## src/rtl/vga_pkg.sv

```systemverilog
// Shared types, default 640x480@60 timing and helpers for the VGA raster generator.
package vga_pkg;

  localparam int unsigned COLOR_W = 6;
  localparam int unsigned COUNT_W = 10;

  typedef logic [COLOR_W-1:0] color_t;
  typedef logic [COUNT_W-1:0] count_t;

  localparam int unsigned DEF_CLK_DIV   = 4;
  localparam int unsigned DEF_H_VISIBLE = 640;
  localparam int unsigned DEF_H_FP      = 16;
  localparam int unsigned DEF_H_SYNC    = 96;
  localparam int unsigned DEF_H_BP      = 48;
  localparam int unsigned DEF_V_VISIBLE = 480;
  localparam int unsigned DEF_V_FP      = 10;
  localparam int unsigned DEF_V_SYNC    = 2;
  localparam int unsigned DEF_V_BP      = 33;

  localparam int unsigned DEF_H_TOTAL = DEF_H_VISIBLE + DEF_H_FP + DEF_H_SYNC + DEF_H_BP;
  localparam int unsigned DEF_V_TOTAL = DEF_V_VISIBLE + DEF_V_FP + DEF_V_SYNC + DEF_V_BP;

  localparam int unsigned DEF_H_SYNC_START = DEF_H_VISIBLE + DEF_H_FP;
  localparam int unsigned DEF_H_SYNC_END   = DEF_H_SYNC_START + DEF_H_SYNC - 1;
  localparam int unsigned DEF_V_SYNC_START = DEF_V_VISIBLE + DEF_V_FP;
  localparam int unsigned DEF_V_SYNC_END   = DEF_V_SYNC_START + DEF_V_SYNC - 1;

  localparam color_t DEF_BG_COLOR = 6'b000001;

  // Inclusive unsigned range test used for the sync windows.
  function automatic logic in_range(count_t value, count_t lo, count_t hi);
    return (value >= lo) && (value <= hi);
  endfunction

endpackage

```

## src/rtl/vga_sync_generator_if.sv

```systemverilog
// Raster bus between the sync generator (master) and the drawer mux / pins (slave).
interface vga_sync_generator_if;
  import vga_pkg::*;

  color_t pixel_data;
  logic   pixel_draw;
  count_t hcount;
  count_t vcount;
  logic   pixel_tick;
  logic   video_on;
  logic   frame_start;
  color_t rgb;
  logic   hsync;
  logic   vsync;

  modport master (
    input  pixel_data, pixel_draw,
    output hcount, vcount, pixel_tick, video_on, frame_start, rgb, hsync, vsync
  );

  modport slave (
    output pixel_data, pixel_draw,
    input  hcount, vcount, pixel_tick, video_on, frame_start, rgb, hsync, vsync
  );

endinterface

```

## src/rtl/pixel_tick_gen.sv

```systemverilog
// Divides the system clock down to a one-clk pixel strobe every CLK_DIV clocks.
module pixel_tick_gen #(
  parameter int unsigned CLK_DIV = 4
) (
  input  logic clk,
  input  logic reset,
  output logic pixel_tick_o
);

  localparam int unsigned DivW = (CLK_DIV > 1) ? $clog2(CLK_DIV) : 1;
  localparam logic [DivW-1:0] DivLast = DivW'(CLK_DIV - 1);

  logic [DivW-1:0] div_q, div_d;

  // With CLK_DIV=1 the counter sits at 0 == DivLast, so the strobe is constant.
  assign pixel_tick_o = (div_q == DivLast);

  always_comb begin
    div_d = pixel_tick_o ? '0 : div_q + 1'b1;
  end

  always_ff @(posedge clk) begin
    if (reset) begin
      div_q <= '0;
    end else begin
      div_q <= div_d;
    end
  end

endmodule

```

## src/rtl/vga_sync_generator.sv

```systemverilog
// Raster counters, sync/blank/frame markers and the registered pixel output stage.
module vga_sync_generator
  import vga_pkg::*;
#(
  parameter int unsigned CLK_DIV     = DEF_CLK_DIV,
  parameter int unsigned H_VISIBLE   = DEF_H_VISIBLE,
  parameter int unsigned H_FP        = DEF_H_FP,
  parameter int unsigned H_SYNC      = DEF_H_SYNC,
  parameter int unsigned H_BP        = DEF_H_BP,
  parameter int unsigned V_VISIBLE   = DEF_V_VISIBLE,
  parameter int unsigned V_FP        = DEF_V_FP,
  parameter int unsigned V_SYNC      = DEF_V_SYNC,
  parameter int unsigned V_BP        = DEF_V_BP,
  parameter logic        SYNC_ACTIVE = 1'b0,
  parameter color_t      BG_COLOR    = DEF_BG_COLOR
) (
  input logic                  clk,
  input logic                  reset,
  vga_sync_generator_if.master bus
);

  localparam int unsigned HTotal = H_VISIBLE + H_FP + H_SYNC + H_BP;
  localparam int unsigned VTotal = V_VISIBLE + V_FP + V_SYNC + V_BP;

  localparam count_t HLast      = count_t'(HTotal - 1);
  localparam count_t VLast      = count_t'(VTotal - 1);
  localparam count_t HSyncStart = count_t'(H_VISIBLE + H_FP);
  localparam count_t HSyncEnd   = count_t'(H_VISIBLE + H_FP + H_SYNC - 1);
  localparam count_t VSyncStart = count_t'(V_VISIBLE + V_FP);
  localparam count_t VSyncEnd   = count_t'(V_VISIBLE + V_FP + V_SYNC - 1);

  logic   pixel_tick;
  logic   video_on;
  count_t hcount_q, hcount_d;
  count_t vcount_q, vcount_d;
  color_t rgb_q, rgb_d;
  logic   hsync_q, hsync_d;
  logic   vsync_q, vsync_d;
  logic   frame_start_q, frame_start_d;

  pixel_tick_gen #(
    .CLK_DIV (CLK_DIV)
  ) u_pixel_tick_gen (
    .clk          (clk),
    .reset        (reset),
    .pixel_tick_o (pixel_tick)
  );

  assign video_on = (hcount_q < count_t'(H_VISIBLE)) && (vcount_q < count_t'(V_VISIBLE));

  always_comb begin
    hcount_d      = hcount_q;
    vcount_d      = vcount_q;
    rgb_d         = rgb_q;
    hsync_d       = hsync_q;
    vsync_d       = vsync_q;
    frame_start_d = 1'b0;

    if (pixel_tick) begin
      if (hcount_q == HLast) begin
        hcount_d = '0;
        if (vcount_q == VLast) begin
          vcount_d      = '0;
          frame_start_d = 1'b1;
        end else begin
          vcount_d = vcount_q + 1'b1;
        end
      end else begin
        hcount_d = hcount_q + 1'b1;
      end

      // Output stage samples the pre-edge position so rgb and both syncs share one tick of lag.
      rgb_d   = video_on ? (bus.pixel_draw ? bus.pixel_data : BG_COLOR) : '0;
      hsync_d = in_range(hcount_q, HSyncStart, HSyncEnd) ? SYNC_ACTIVE : ~SYNC_ACTIVE;
      vsync_d = in_range(vcount_q, VSyncStart, VSyncEnd) ? SYNC_ACTIVE : ~SYNC_ACTIVE;
    end
  end

  always_ff @(posedge clk) begin
    if (reset) begin
      hcount_q      <= '0;
      vcount_q      <= '0;
      rgb_q         <= '0;
      hsync_q       <= ~SYNC_ACTIVE;
      vsync_q       <= ~SYNC_ACTIVE;
      frame_start_q <= 1'b0;
    end else begin
      hcount_q      <= hcount_d;
      vcount_q      <= vcount_d;
      rgb_q         <= rgb_d;
      hsync_q       <= hsync_d;
      vsync_q       <= vsync_d;
      frame_start_q <= frame_start_d;
    end
  end

  assign bus.hcount      = hcount_q;
  assign bus.vcount      = vcount_q;
  assign bus.pixel_tick  = pixel_tick;
  assign bus.video_on    = video_on;
  assign bus.frame_start = frame_start_q;
  assign bus.rgb         = rgb_q;
  assign bus.hsync       = hsync_q;
  assign bus.vsync       = vsync_q;

endmodule

```

## src/flat_wrapper.sv

```systemverilog
// flat-port wrapper written by rule: the top's interface ports become plain ports
module vga_sync_generator_flat import vga_pkg::*;
#(
  parameter int unsigned CLK_DIV     = DEF_CLK_DIV,
  parameter int unsigned H_VISIBLE   = DEF_H_VISIBLE,
  parameter int unsigned H_FP        = DEF_H_FP,
  parameter int unsigned H_SYNC      = DEF_H_SYNC,
  parameter int unsigned H_BP        = DEF_H_BP,
  parameter int unsigned V_VISIBLE   = DEF_V_VISIBLE,
  parameter int unsigned V_FP        = DEF_V_FP,
  parameter int unsigned V_SYNC      = DEF_V_SYNC,
  parameter int unsigned V_BP        = DEF_V_BP,
  parameter logic        SYNC_ACTIVE = 1'b0,
  parameter color_t      BG_COLOR    = DEF_BG_COLOR
)
  (clk, reset, bus_pixel_data, bus_pixel_draw, bus_hcount, bus_vcount, bus_pixel_tick, bus_video_on, bus_frame_start, bus_rgb, bus_hsync, bus_vsync);
  vga_sync_generator_if bus_i ();
  input logic clk;
  input logic reset;
  input wire logic [$bits(bus_i.pixel_data)-1:0] bus_pixel_data;
  input wire logic [$bits(bus_i.pixel_draw)-1:0] bus_pixel_draw;
  output wire logic [$bits(bus_i.hcount)-1:0] bus_hcount;
  output wire logic [$bits(bus_i.vcount)-1:0] bus_vcount;
  output wire logic [$bits(bus_i.pixel_tick)-1:0] bus_pixel_tick;
  output wire logic [$bits(bus_i.video_on)-1:0] bus_video_on;
  output wire logic [$bits(bus_i.frame_start)-1:0] bus_frame_start;
  output wire logic [$bits(bus_i.rgb)-1:0] bus_rgb;
  output wire logic [$bits(bus_i.hsync)-1:0] bus_hsync;
  output wire logic [$bits(bus_i.vsync)-1:0] bus_vsync;
  assign bus_i.pixel_data = bus_pixel_data;
  assign bus_i.pixel_draw = bus_pixel_draw;
  assign bus_hcount = bus_i.hcount;
  assign bus_vcount = bus_i.vcount;
  assign bus_pixel_tick = bus_i.pixel_tick;
  assign bus_video_on = bus_i.video_on;
  assign bus_frame_start = bus_i.frame_start;
  assign bus_rgb = bus_i.rgb;
  assign bus_hsync = bus_i.hsync;
  assign bus_vsync = bus_i.vsync;
  vga_sync_generator #(.CLK_DIV(CLK_DIV), .H_VISIBLE(H_VISIBLE), .H_FP(H_FP), .H_SYNC(H_SYNC), .H_BP(H_BP), .V_VISIBLE(V_VISIBLE), .V_FP(V_FP), .V_SYNC(V_SYNC), .V_BP(V_BP), .SYNC_ACTIVE(SYNC_ACTIVE), .BG_COLOR(BG_COLOR)) u_core (.clk(clk), .reset(reset), .bus(bus_i));
endmodule
```

## config.mk

```make
export PLATFORM = sky130hd
export DESIGN_NAME = vga_sync_generator_flat
export DESIGN_NICKNAME = d
export VERILOG_FILES = /design/src/rtl/vga_pkg.sv /design/src/rtl/vga_sync_generator_if.sv /design/src/rtl/pixel_tick_gen.sv /design/src/rtl/vga_sync_generator.sv /design/src/flat_wrapper.sv
export SDC_FILE = /design/constraint.sdc
export NUM_CORES = 1
export LEC_CHECK = 0
export CAP_MARGIN = 5
export CELL_PAD_IN_SITES_DETAIL_PLACEMENT = 1
export CELL_PAD_IN_SITES_GLOBAL_PLACEMENT = 2
export CORE_UTILIZATION = 29
export CTS_BUF_LIST = sky130_fd_sc_hd__clkbuf_4
export DETAILED_ROUTE_END_ITERATION = 6
export PLACE_DENSITY = 0.89
export SYNTH_ARGS = -nofsm -noshare
export SYNTH_HDL_FRONTEND = slang
export SYNTH_SLANG_ARGS = --single-unit
```

## constraint.sdc

```tcl
create_clock -name clk -period 2.16 [get_ports clk]
set_input_delay 0.216 -clock clk [delete_from_list [all_inputs] [get_ports clk]]
set_output_delay 0.216 -clock clk [all_outputs]
set_load 0.05 [all_outputs]
```

# Yosys cells after proc, flatten, opt, wreduce, memory -nomap -nowiden
# Cells that the tools add are included.
# word_totals
reg_bits	31
elab_cells	34
output_inout_bits	31
latchBits	0
memories	0
in_bits	9
ramBits	0
mem_bits_ro	0
# op_classes
div	0
shifts	0
add_sub_neg	3
n_eq_ne	3
order_cmp	6
mul	0
bitwise	2
reduce_logical	6
muxes	7
# ops
cell	n
adder 10 x 1 -> 10 bit (second input constant)	2
equality test 10 bit (second input constant)	2
2-to-1 mux 10 bit	2
2-to-1 mux 6 bit	2
>= comparator 10 bit (second input constant)	1
>= comparator 10 x 9 -> 1 bit (second input constant)	1
<= comparator 10 bit (second input constant)	1
<= comparator 10 x 9 -> 1 bit (second input constant)	1
less-than comparator 10 bit (second input constant)	1
less-than comparator 10 x 9 -> 1 bit (second input constant)	1
logical AND 1 bit	3
2-to-1 mux 1 bit	3
OR reduction 3 bit	1
adder 2 x 1 -> 2 bit (second input constant)	1
equality test 2 bit (second input constant)	1
inverter 1 bit	2
AND reduction 2 bit	1
OR reduction 2 bit	1

# Longest topological paths before layout
# logic_depth
ltp_word	3
depth_mapped	7
depth_no_buf	6

# Hierarchy
# From an unflattened synthesis, not the netlist that was laid out.
# hier_totals
hier_cells	167
hier_area_um2	1514.0
# modules_own_cells
module	cells_each	area_each_um2	instances	seq_area_each_um2
vga_sync_generator	162	1438.9	1	580.6
pixel_tick_gen	5	75.1	1	40.0

# Worst setup path after synthesis
# Ideal clock, no wire load.
# synth_path
path_kind	register -> register
startpoint	register u_core.vcount_q[5], in the netlist u_core.bus.vcount[5]
endpoint	register u_core.rgb_q[1], in the netlist u_core.bus.rgb[1]
n_path_buf	1
setup_slack_ps	-489
required_time_ps	2100
arrival_time_ps	2589
setup_time_ps	60
stages_incl_launch_ff	6
period_less_slack_ps	2649
cell_sequence	dfxtp_1 -> buf_4 -> and4_1 -> nor3_1 -> and4b_1 -> a22o_1
# synth_via
elab_chain_len	3
# synth_lines
element	line	source
start: declaration	vga_sync_generator.sv:35	count_t vcount_q, vcount_d;
start signal: assignment	vga_sync_generator.sv:89	vcount_q <= vcount_d;
less-than comparator 10 x 9 -> 1 bit	vga_sync_generator.sv:49	assign video_on = (hcount_q < count_t'(H_VISIBLE)) && (vcount_q < count_t'(V_VISIBLE));
logical AND 1 bit	vga_sync_generator.sv:49	
net bus_video_on	flat_wrapper.sv:25	output wire logic [$bits(bus_i.video_on)-1:0] bus_video_on;
2-to-1 mux 6 bit	vga_sync_generator.sv:73	rgb_d = video_on ? (bus.pixel_draw ? bus.pixel_data : BG_COLOR) : '0;
end signal: assignment	vga_sync_generator.sv:90	rgb_q <= rgb_d;
end: declaration	vga_sync_generator.sv:36	color_t rgb_q, rgb_d;
# The timed path passes the listed nets, and every way through them passes these cells.
# A chain may end at the register's enable or synchronous reset.

# Final worst setup path
# layout_path
startpoint	register u_core.hcount_q[5], in the netlist u_core.bus.hcount[5]
endpoint	output port bus_hcount[5]
# layout_lines
element	line	source
start: declaration	vga_sync_generator.sv:34	count_t hcount_q, hcount_d;
start signal: assignment	vga_sync_generator.sv:88	hcount_q <= hcount_d;
end: declaration	flat_wrapper.sv:22	output wire logic [$bits(bus_i.hcount)-1:0] bus_hcount;
# No word-level cell between the ends.

==> summary.md <==
| Metric | Value |
|---|---|
| Area Overhead vs Synth | `32.9%` |
| Sequence of cells on the critical path | `clkdlybuf4s50_1` |
| Nets | `215` |
| Die width | `73.3 µm` |
| Post-Synthesis Cells | `160` |
| Pwr/cell area | `508 nW/µm²` |
| Synth area leaders | `dfxtp_1 42%, ha_1 4.2%, nor2_1 3.6%` |
| DRT iter0 DRCs | `44` |
| Data arrival, critical path | `1.78 ns` |
| Cell taking the most area after synthesis | `dfxtp_1` |
| Post-Syn Area | `1470 µm²` |
| CP max stage cell | `clkdlybuf4s50_1` |
| Core ar. | `4820 µm²` |
| Port Buffers | `39` |
| Ys async rst share | `0%` |
| First-pass GRT wire length | `6020 µm` |
| Io pins | `40` |
| ANT cells | `0` |
| Avg Cell Area, Syn | `9.21 µm²` |
| CP max FO | `10` |
| GRT overflow | `0` |
| Setup TNS | `0 ns` |
| CTS Buf Count | `5` |
| Via count | `1306` |
| EDFF count, synth | `0` |
| Worst-skew pair later-pin latency | `0.34 ns` |
| Synth unique cells | `41` |
| Top FF cell, synth | `dfxtp_1` |
| Max-slew violation count | `0` |
| Layout Skew | `0.00515 ns` |
| Fin crit share | `92.5%` |
| Chip height | `73.3 µm` |
| WP buf/inv | `1` |
| Fmax | `501 MHz` |
| Largest net degree at the start of global routing | `15` |
| Total die area | `5370 µm²` |
| # rows | `25` |
| Crit-path max cell delay | `0.88 ns` |
| Share of layout cells above drive strength 1 | `12.4%` |
| WL per Instance | `14.2 µm` |
| Gpl congestion | `0.759` |
| Setup Fix Bufs, Post-CTS | `0` |
| Min Hold Slack | `0.432 ns` |
| Final Hold Vio Count | `0` |
| Crit end category | `output pin` |
| Most common cell after layout, fill and taps aside | `clkdlybuf4s50_1` |
| Post-route ant nets | `0` |
| Clock sinks | `31` |
| RSZ-0062 raised after global routing | `no` |
| Via/cell ratio | `4.87` |
| Worst IR Drop VDD | `214 µV` |
| DPL Wire Length | `2740 µm` |
| DRC | `0` |
| Worst hold path class | `register to register` |
| Sequential share of the synthesized area | `42.1%` |
| Post-synth top area share | `42.1%` |
| Flop-to-flop setup slack | `0.38 ns` |
| CTS tree | `built` |
| P_leak | `0.664 nW` |
| Total GRT Usage | `15.3%` |
| Max cap viols | `0` |
| Commonest cells after routing, fill and taps aside | `37 x clkdlybuf4s50_1, 31 x dfxtp_1, 14 x nor2_1, 9 x a21oi_1, 8 x nand2_1` |
| WP data required | `1.94 ns` |
| Worst-margin pin slew | `0.513 ns` |
| Status | `complete, no violations` |
| Mapped Nets | `174` |
| CP delay by family, top | `buffers and inverters` |
| Relative slew slack | `65.7%` |
| Vias in the first global route | `1278` |
| Cts-stage hold buffer count | `0` |
| Yosys warns | `0` |
| Clock Path Buffers | `2` |
| Final wirelength | `3790 µm` |
| Endpoints failing setup | `0` |
| Router iterations before antenna repair | `3` |
| Setup crit start kind | `register` |
| Initial antenna violation count | `0` |
| Initial Utilization | `30.6%` |
| Clk root buf | `clkbuf_4` |
| CTS clock-pin slew for the worst setup and hold paths | `0.09 ns` |
| Kind of critical path | `register to output pin` |
| Yosys reg bits | `31` |
| Crit path time final | `2.00 ns` |
| CTS H-tree depth | `2` |
| Post_cts resized | `0` |
## area by class of cell
class	count	area, µm²
well taps	67	83.8
inverters	5	18.8
fillers	576	2860
clock inverters	2	8.76
multi-input cells	115	773
flip-flops and latches	31	621
repair buffers	43	415
clock buffers	5	37.5
## flip-flops by register name (all words and copies together), names as in the netlist
register and cells:
u_core.bus.hcount 10, u_core.bus.hsync 1, u_core.bus.vcount 10, u_core.bus.vsync 1
u_core.bus.rgb 6, u_core.bus.frame_start 1, u_core.u_pixel_tick_gen.div_q 2
## path summary, 6_finish.rpt
check | start | end | depth (start not counted)
min reg2reg | u_core.u_pixel_tick_gen.div_q[0] | u_core.u_pixel_tick_gen.div_q[0] | 1
max reg2reg | u_core.bus.hcount[5] | u_core.bus.vcount[7] | 4
max | u_core.bus.hcount[5] | bus_hcount[5] | 1
min | u_core.u_pixel_tick_gen.div_q[0] | u_core.u_pixel_tick_gen.div_q[0] | 1
## cells in the mapped netlist, types with 3 or more instances
cell type / n
a21oi_1: 9
a22o_1: 5
buf_6: 3
dfxtp_1: 31
ha_1: 5
inv_1: 5
nand2_1: 8
nand2b_1: 5
nand3_1: 7
nand4_1: 7
nor2_1: 14
nor3_1: 7
nor4_1: 3
o21ai_0: 6
or3_1: 4
xnor2_1: 6
xor2_1: 5
## metal layers
metal	GRT usage, %	share of wire (%)	vias to the layer above
met3	3.84	4.5	6
met5	0	0	-
li1	-	-	650
met4	9.62	2.2	0
met1	20.0	49	619
met2	22.3	44	31
## logic make-up after synthesis
family	synth area share [%]
simple gates	30.6
buf+inv	5.77
xor+xnor	6.54
fa+ha+maj	4.24
flops	42.1
compound gates	10.8
## power by group
group	switching [mW]	internal, mW	total [mW]
Combinational	0.0486	0.0362	0.0847
Sequential	0.00599	0.581	0.587
Clock	0.207	0.115	0.322
## stage by stage
| step | setup slack, ns | cell area, µm² | instances | total power [mW] | utilization (%) |
|---|---|---|---|---|---|
| 2_1_floorplan | 0.0181 | 1480 | 160 | 0.649 | - |
| 4_1_cts | 0.140 | 1960 | 268 | 1.01 | 40.6 |
| 6_report | 0.163 | 1960 | 268 | 0.994 | 40.6 |
| 3_5_place_dp | 0.378 | 1910 | 261 | 0.686 | 39.7 |
| 5_1_grt | 0.0758 | 1960 | 268 | 1.04 | 40.6 |
| 3_3_place_gp | 0.338 | 1910 | 261 | 0.684 | 39.7 |
Power figures use the tool's default switching activity.
==> RTL edit, RTL diff (same flow settings) <==
Change the package constant `COLOR_W` from 6 to 5.
--- a/src/rtl/vga_pkg.sv
+++ b/src/rtl/vga_pkg.sv
@@ -2,5 +2,5 @@
 package vga_pkg;
 
-  localparam int unsigned COLOR_W = 6;
+  localparam int unsigned COLOR_W = 5;
   localparam int unsigned COUNT_W = 10;
 
Interface: changed (resized bus_pixel_data and bus_rgb); port bits go from 40 to 38. No check against the original RTL was run, so the function may have changed too.
==> RTL edit against the unedited design <==
  * Wire length down 2.3%
  * Clock power increased by 73%
  * Sequential cell count is 1 lower
  * Critical path depth grew 4
  * Worst setup slack improved by 0.043 ns
  * Die area shrank 3.0%
  * Area after synthesis fell by 3.1%
  * Fmax increased by 2.2%
  * Non-clock buffer count grew 1
  * Cell area up 1.9%
  * Total power rose by 21%
  * Count of clock-buffer cells in the layout stayed put
  * Final cell count rose by 0.75%
  * Highest routed layer unchanged
==> RTL edit: results (changes against the unedited design) <==
Clk. pwr: 556 uW (was 322 uW)
Leak Pwr: 0.000701 uW (was 0.000664 uW)
outcome: complete, no violations (unchanged)
CP max stage cell: or4b_1 (was clkdlybuf4s50_1)
Worst-Margin Slew: 0.514 ns (was 0.513 ns)
First-pass DRT Iterations: 6 (was 3)
Int Power: 952 uW (was 732 uW)
largest net degree at the start of global routing: 18 (was 15)
r2r endpoint: u_core.bus.vcount[7] (unchanged)
GP Congestion: 0.703 (was 0.759)
Layout Nets: 215 (unchanged)
post-place setup slack: 0.205 ns (was 0.378 ns)
share of layout cells above drive strength 1: 12.3% (was 12.4%)
metal2 WL: 1.66 mm (was 1.69 mm)
Mapped Nets: 172 (was 174)
PnR worst setup slack: 0.206 ns (was 0.163 ns)
total wire length: 3.70 mm (was 3.79 mm)
final core utilization: 42.3% (was 40.6%)
Syn Inst Count: 159 (was 160)
placed insts: 262 (was 261)
WL met3: 148 microns (was 169 microns)
Critical Path Max Stage Delay: 0.53 ns (was 0.88 ns)
post-synth cell types: 40 (was 41)
Switching Fraction: 20.9% (was 26.3%)
top cells by count, synth: dfxtp_1, nor2_1, nand2_1 (was dfxtp_1, nor2_1, a21oi_1)
FF-to-FF path depth: 5 (was 4)
gr usage total: 15.2% (was 15.3%)
Clock Pin Slew Worst Setup and Hold Paths: 0.10 ns
met2 Use GR: 22.4% (was 22.3%)
CP endpoint kind: flop (was primary output)
Layout Skew: 0.00840 ns (was 0.00515 ns)
grt met1 use: 20.4% (was 20.0%)
hold_ws: 0.432 ns (about the same)
first-pass GRT wire length: 6.04 mm (was 6.02 mm)
GR Util met3: 4.31% (was 3.84%)
Via-to-Cell Ratio: 4.83 (was 4.87)
DPL Wire Length: 2.67 mm (was 2.74 mm)
Placed Area: 0.00189 sq mm (was 0.00191 sq mm)
Comb group: 79.9 uW (was 84.7 uW)
Routed WL per cell: 13.7 microns (was 14.2 microns)
CP arrival: 2.22 ns (was 1.78 ns)
Port Buffers: 37 (was 39)
n_diodes: 0 (unchanged)
DRT met1 WL: 1.84 mm (was 1.86 mm)
largest cells by area after synthesis: dfxtp_1, ha_1, nor2_1 (unchanged)
Peak VDD IR: 293 uV (was 214 uV)
number of global-route vias before repair: 1250 (was 1278)
Filler cells: 551 (was 576)
drt initial violations: 38 (was 44)
Critical R2R Launch: u_core.bus.hcount[0] (was u_core.bus.hcount[5])
Worst path top cell family by delay: simple AND/OR/NAND/NOR gates (was buffers and inverters)
==> RTL edit: changes by cell type in the layout (fill, tap and decap cells not counted), moves of 2 or more <==
cell / before / now
nand2_1: 8 / 11
nand3_1: 7 / 10
buf_4: 6 / 8
bufinv_16: 0 / 2
clkdlybuf4s50_1: 37 / 35
nand4_1: 7 / 5
nor4_1: 3 / 1
or3_1: 4 / 2
or4b_1: 0 / 2
==> RTL edit: cell families after synthesis <==
family	share of synthesized area (%)
compound gates	11.6
xor+xnor	6.74
fa+ha+maj	4.38
buf+inv	4.47
flops	42.0
simple gates	30.7
==> RTL edit: timing repair <==
action | in CTS | in global routing
gates resized for setup | 0 | 1
setup buffers | 0 | 0
hold buffers | 0 | 0
setup endpoints to repair | 0 | 1
==> RTL edit: area by class of cell <==
class | instances | share of cell area (%)
Tap cell | 67 | 4.20
Clock buffer | 5 | 1.88
Timing Repair Buffer | 44 | 21.2
Sequential cell | 30 | 30.1
Inverter | 4 | 0.752
Multi-Input combinational cell | 117 | 38.7
Clock inverter | 3 | 3.20
